**src/rtl/branch_fetch_unit.sv**
```systemverilog
// Instruction-fetch stage: owns the PC, registers fetched words into IF/ID,
// redirects on taken EX branches (two-slot squash) and honours load-use stalls.
module branch_fetch_unit #(
  parameter logic [31:0] RESET_PC  = 32'h0000_0000,
  parameter logic [31:0] NOP_INSTR = 32'h0000_0013
) (
  input  logic        clk_i,
  input  logic        rst_i,
  input  logic        stall_i,
  input  logic        branch_taken_i,
  input  logic [31:0] ex_pc_i,
  input  logic [12:0] ex_imm_i,
  input  logic [31:0] imem_rdata_i,
  output logic [31:0] imem_addr_o,
  output logic [31:0] if_id_pc_o,
  output logic [31:0] if_id_instr_o,
  output logic        if_id_valid_o,
  output logic        id_ex_flush_o,
  output logic        misaligned_o,
  output logic [31:0] taken_count_o
);

  typedef enum logic [0:0] {
    ST_RUN   = 1'b0,
    ST_FLUSH = 1'b1
  } state_e;

  state_e      state_q, state_d;
  logic [31:0] pc_q, pc_d;
  logic [31:0] if_id_pc_q, if_id_pc_d;
  logic [31:0] if_id_instr_q, if_id_instr_d;
  logic        if_id_valid_q, if_id_valid_d;
  logic        misaligned_q, misaligned_d;
  logic [31:0] taken_count_q, taken_count_d;
  logic [31:0] target_s;

  // Redirect target: modular add of the sign-extended B-immediate.
  always_comb begin
    target_s = ex_pc_i + {{19{ex_imm_i[12]}}, ex_imm_i};
  end

  // Next-state selection: redirect beats stall, stall beats normal fetch.
  always_comb begin
    state_d       = ST_RUN;
    pc_d          = pc_q;
    if_id_pc_d    = if_id_pc_q;
    if_id_instr_d = if_id_instr_q;
    if_id_valid_d = if_id_valid_q;
    misaligned_d  = misaligned_q;
    taken_count_d = taken_count_q;
    if (branch_taken_i) begin
      state_d       = ST_FLUSH;
      pc_d          = {target_s[31:2], 2'b00};
      if_id_pc_d    = 32'h0000_0000;
      if_id_instr_d = NOP_INSTR;
      if_id_valid_d = 1'b0;
      misaligned_d  = misaligned_q | (target_s[1:0] != 2'b00);
      taken_count_d = taken_count_q + 32'd1;
    end else if (stall_i) begin
      state_d = ST_RUN;
    end else begin
      state_d       = ST_RUN;
      pc_d          = pc_q + 32'd4;
      if_id_pc_d    = pc_q;
      if_id_instr_d = imem_rdata_i;
      if_id_valid_d = 1'b1;
    end
  end

  // Pipeline/state registers with synchronous reset.
  always_ff @(posedge clk_i) begin
    if (rst_i) begin
      state_q       <= ST_RUN;
      pc_q          <= RESET_PC;
      if_id_pc_q    <= 32'h0000_0000;
      if_id_instr_q <= NOP_INSTR;
      if_id_valid_q <= 1'b0;
      misaligned_q  <= 1'b0;
      taken_count_q <= 32'h0000_0000;
    end else begin
      state_q       <= state_d;
      pc_q          <= pc_d;
      if_id_pc_q    <= if_id_pc_d;
      if_id_instr_q <= if_id_instr_d;
      if_id_valid_q <= if_id_valid_d;
      misaligned_q  <= misaligned_d;
      taken_count_q <= taken_count_d;
    end
  end

  assign imem_addr_o   = pc_q;
  assign if_id_pc_o    = if_id_pc_q;
  assign if_id_instr_o = if_id_instr_q;
  assign if_id_valid_o = if_id_valid_q;
  assign id_ex_flush_o = (state_q == ST_FLUSH);
  assign misaligned_o  = misaligned_q;
  assign taken_count_o = taken_count_q;

endmodule

```
**config.mk**
```make
export PLATFORM = sky130hd
export DESIGN_NAME = branch_fetch_unit
export DESIGN_NICKNAME = d
export VERILOG_FILES = /design/src/rtl/branch_fetch_unit.sv
export SDC_FILE = /design/constraint.sdc
export NUM_CORES = 1
export LEC_CHECK = 0
export BUFFER_PORTS_ARGS = -buffer_cell sky130_fd_sc_hd__clkbuf_2
export CORE_ASPECT_RATIO = 1.4
export CORE_MARGIN = 2
export CORE_UTILIZATION = 31
export CTS_CLUSTER_DIAMETER = 150
export DETAILED_ROUTE_END_ITERATION = 6
export GPL_TIMING_DRIVEN = 0
export PLACE_DENSITY = 0.65
export SLEW_MARGIN = 20
export SYNTH_ARGS = -nofsm -noshare
export SYNTH_HDL_FRONTEND = slang
export SYNTH_SLANG_ARGS = --single-unit
```
**constraint.sdc**
```tcl
create_clock -name clk_i -period 6 [get_ports clk_i]
set_input_delay 0.6 -clock clk_i [delete_from_list [all_inputs] [get_ports clk_i]]
set_output_delay 0.6 -clock clk_i [all_outputs]
set_load 0.02 [all_outputs]
```
# Word level (Yosys, flattened, before mapping)
# Index checks and enable logic that the tools add are counted.
# word_totals
ff_bits,131
latchBits,0
ram_bits,0
mem_bits_ro,0
input_bits,81
output_inout_bits,131
elab_cells,18
n_memories,0
# op_classes
add_sub_neg,3
mul,0
div,0
n_lt_le_gt_ge,0
n_eq_ne,1
n_shift,0
muxes,3
n_bitwise,1
n_reduce_logical,2
# op_table
cell,n
$mux W32,2
$add A32 B1 Y32 const B,1
$add A32 B3 Y32 const B,1
$add A32 B32 Y32,1
$ne A2 B1 Y1 const B,1
$reduce_bool A2 Y1,1
$reduce_or A2 Y1,1
$mux W1,1
$or A1 B1 Y1,1

# Longest topological paths before layout
# depth
ltp_word,3
ltp_mapped,10
mapped_depth_nobuf,10

# Worst setup path after synthesis
# No wires, ideal clock.
# synth_path
kind,input-to-reg
from,in ex_pc_i[0]
to,"reg pc_q[16], in the netlist imem_addr_o[16]"
setup_ns,0.086
t_arrival_ns,2.675
t_required_ns,5.914
path_slack_ns,3.239
stages,10
n_path_buf,0
path_cell_list,ha_1 -> fa_1 -> a21oi_1 -> o211ai_1 -> a41o_1 -> a21o_1 -> a31oi_1 -> o21ai_0 -> xnor2_1 -> a211oi_1
# synth_via
elab_chain_cells,2
# synth_lines
item,line,source
from (decl),11,"input logic [31:0] ex_pc_i,"
$add A32 B32 Y32,39,"target_s = ex_pc_i + {{19{ex_imm_i[12]}}, ex_imm_i};"
$mux W32,51,if (branch_taken_i) begin
to (signal assigned),82,pc_q <= pc_d;
to (decl),29,"logic [31:0] pc_q, pc_d;"
# No other way between the ends.
# A chain may end at the register's enable or synchronous reset.

# Worst setup path in the final report
# layout_path
from,in ex_imm_i[12]
to,"reg pc_q[25], in the netlist imem_addr_o[25]"
# layout_via
elab_chain_cells,2
# layout_lines
item,line,source
from (decl),12,"input logic [12:0] ex_imm_i,"
$add A32 B32 Y32,39,
$mux W32,51,
# No other way between the ends.

==> results.cfg <==
[finish]
layout_common_cells = clkbuf_2, nor2_1, dfxtp_1
stdcell_count = 1330
syn_to_final_growth_pct = 29.6
drive_gt1_share_pct = 24.4
nets = 1135
fillers = 2263
mostFrequentLayoutCell = clkbuf_2
diodes = 0

[floorplanning]
die_w_um = 129
die_h_um = 180
die_area_um2 = 23300
boundaryPins = 212
start_util_pct = 31.4
row_count = 64
core_region_area_um2 = 21800

[worst_setup_path]
r2r-start = taken_count_o[2]$_SDFFE_PP0P_
crit_arrival_ps = 3210
path_max_fanout = 20
r2r_end = taken_count_o[31]$_SDFFE_PP0P_
cp-start-kind = primary input
crit_buf_inv = 1
slowest_stage = ha_1
worst_r2r_path_depth = 7
crit_required_ps = 6300
worstSetupPathType = primary input to register
startpoint = ex_imm_i[12]
worstSetupPathDepth = 10
end_kind = register
crit_family = compound AO/OA/AOI/OAI gates
path_cells = clkbuf_2 > ha_1 > o21ai_0 > o21ba_2 > o311ai_1 > a221oi_2 > o21ai_2 > a221o_1 > and3_4 > a2111oi_2
max_stage_delay_ps = 460
rrSetupSlack_ps = 3380
worstSetupEndpoint = imem_addr_o[25]$_SDFFE_PP0P_

[grt]
gr-total-overflow = 0
grt_pass1_wl_um = 31600
grt_max_degree = 21
grt_pass1_vias = 6222
antenna_found_initial = 0
grt_use_total_pct = 17.1

[clock_network]
cts_tree = built
post_cts_buffers = 0
cts_resized = 0
cts.sink_count = 127
numCtsBuffers = 17
htree_levels = 4
clk_latency_ps = 410
clockBufferDepth = 2
cts_root_buf = clkbuf_16
path_clk_slew_ps = 60
postCtsHoldBufs = 0

[placed_design]
io_buffers = 205
placed_cells_incl_taps = 1298
globalplace.congestion = 0.848
dpl.hpwl_um = 16100

[logic_synthesis]
yosysTopAreaCell = dfxtp_1
syn_area_per_cell_um2 = 8.61
async_flop_share_pct = 0
syn_inst = 793
synth-main-ff-cell = dfxtp_1
syn-cell-area_um2 = 6830
synth_top_area_share_pct = 37.2
synth_top_cells_by_area = dfxtp_1, mux2i_1, nor2_1, ha_1, xnor2_1
yosysUniqueCellTypes = 59
synth-edff-count = 0
ys_seq_elements = 127
yosysWarnings = 0
ys_seq_area_share_pct = 37.2

[route]
first_iter_violations = 265
ant_nets = 0
drc = 0
dr.pass1.iters = 5
vias_per_cell = 4.88
wire_per_inst_um = 15.3
wirelength_um = 20300
num_vias = 6488

[timing]
fin_crit_sh_pct = 48.5
holdWs_ps = 410
maxSlewHeadroom_pct = 30.0
finalSetupTns_ps = 0
hold_violations = 0
rsz0062_at_grt = false
fin_worst_skew_ps = 13.8
maxSlewViolCount = 0
worst_pin_slew_ps = 1040
setup_viol = 0
fin_crit_ps = 2910
timing.fmax_mhz = 344

[hold_path]
hold_start = imem_rdata_i[1]
worstHoldPathType = primary input to register

[pwr]
ir_worst_vdd_mv = 0.146
p_per_area_nw_per_um2 = 273
power_leakage_uw = 0.00401

[status]
status = finished clean

[run]
max-cap-violations = 0
==> logic make-up after synthesis <==
family | Yosys count | share of synthesized area, %
other | 1 | 0.0549
multiplexers | 64 | 9.38
adder cells (fa/ha/maj) | 34 | 6.34
buffers and inverters | 51 | 3.06
XOR/XNOR | 79 | 10.1
flip-flops | 127 | 37.2
AO/OA/AOI/OAI | 135 | 13.4
AND/OR/NAND/NOR | 302 | 20.4
==> metal layers <==
layer / vias up / GRT usage, % / part of all wire (%)
li1: 3244 / - / -
met1: 3033 / 19.1 / 40
met2: 170 / 31.6 / 52
met3: 41 / 2.53 / 4.1
met4: 0 / 7.35 / 3.4
met5: - / 0 / 0
==> metrics by stage <==
step	utilization, %	setup slack (ps)	area, µm²	power [µW]
4_1_cts	40.7	3070	8850	2440
3_3_place_gp	37.8	2680	8240	1370
6_report	40.7	3090	8850	2420
3_5_place_dp	37.8	2640	8240	1370
5_1_grt	40.7	2860	8850	2520
2_1_floorplan	-	3240	6840	1230
==> power by group <==
group,switching (µW),internal [µW],total (µW)
combinational,256,173,429
sequential,47.1,880,928
clock,382,676,1060
total,685,1730,2420
==> area by class of cell <==
| type | count | area (µm²) | share of cell area [%] |
|---|---|---|---|
| tap | 297 | 372 | 4.20 |
| clock buffer | 19 | 453 | 5.12 |
| buffer | 38 | 160 | 1.81 |
| timing repair buffer | 205 | 1030 | 11.6 |
| clock inverter | 13 | 163 | 1.84 |
| multi-input combinational | 618 | 4090 | 46.2 |
| sequential | 127 | 2540 | 28.7 |
| inverter | 13 | 48.8 | 0.551 |
==> cell usage after synthesis (2+ instances only) <==
library cell,instances
nor2_1,143
dfxtp_1,127
mux2i_1,64
nand2_1,50
xnor2_1,40
xor2_1,39
a21oi_1,35
ha_1,33
nand3_1,30
clkbuf_1,27
o21ai_0,23
a211oi_1,21
nand4_1,17
a21o_1,14
inv_1,13
and3_1,12
nor3_1,11
and4_1,10
nor2b_1,8
and2_1,5
buf_1,5
o211ai_1,5
o21a_1,5
buf_4,4
nand2b_1,4
or3_1,4
a211o_1,3
a31oi_1,3
nor4_1,3
a22oi_1,2
buf_2,2
o2111a_1,2
o211a_1,2
o22ai_1,2
==> worst min path at each step <==
stage	endpoint	depth (start not counted)
2_1_floorplan	if_id_valid_o$_SDFFE_PP0N_	2
3_3_place_gp	misaligned_o$_SDFFE_PP0P_	2
3_5_place_dp	if_id_valid_o$_SDFFE_PP0N_	2
4_1_cts	if_id_instr_o[1]$_SDFFE_PP1N_	3
5_1_grt	if_id_instr_o[1]$_SDFFE_PP1N_	3
6_report	if_id_instr_o[1]$_SDFFE_PP1N_	3
==> sequential cells by signal, indices dropped and copies added, names as in the netlist <==
register / count
id_ex_flush_o: 1
if_id_instr_o: 32
if_id_pc_o: 30
if_id_valid_o: 1
imem_addr_o: 30
misaligned_o: 1
taken_count_o: 32
==> worst min-delay path, cell delays in order <==
cell,delay (ps)
clkbuf_2,70
mux2i_1,50
nand2_1,60
Power figures use the tool's default switching activity.
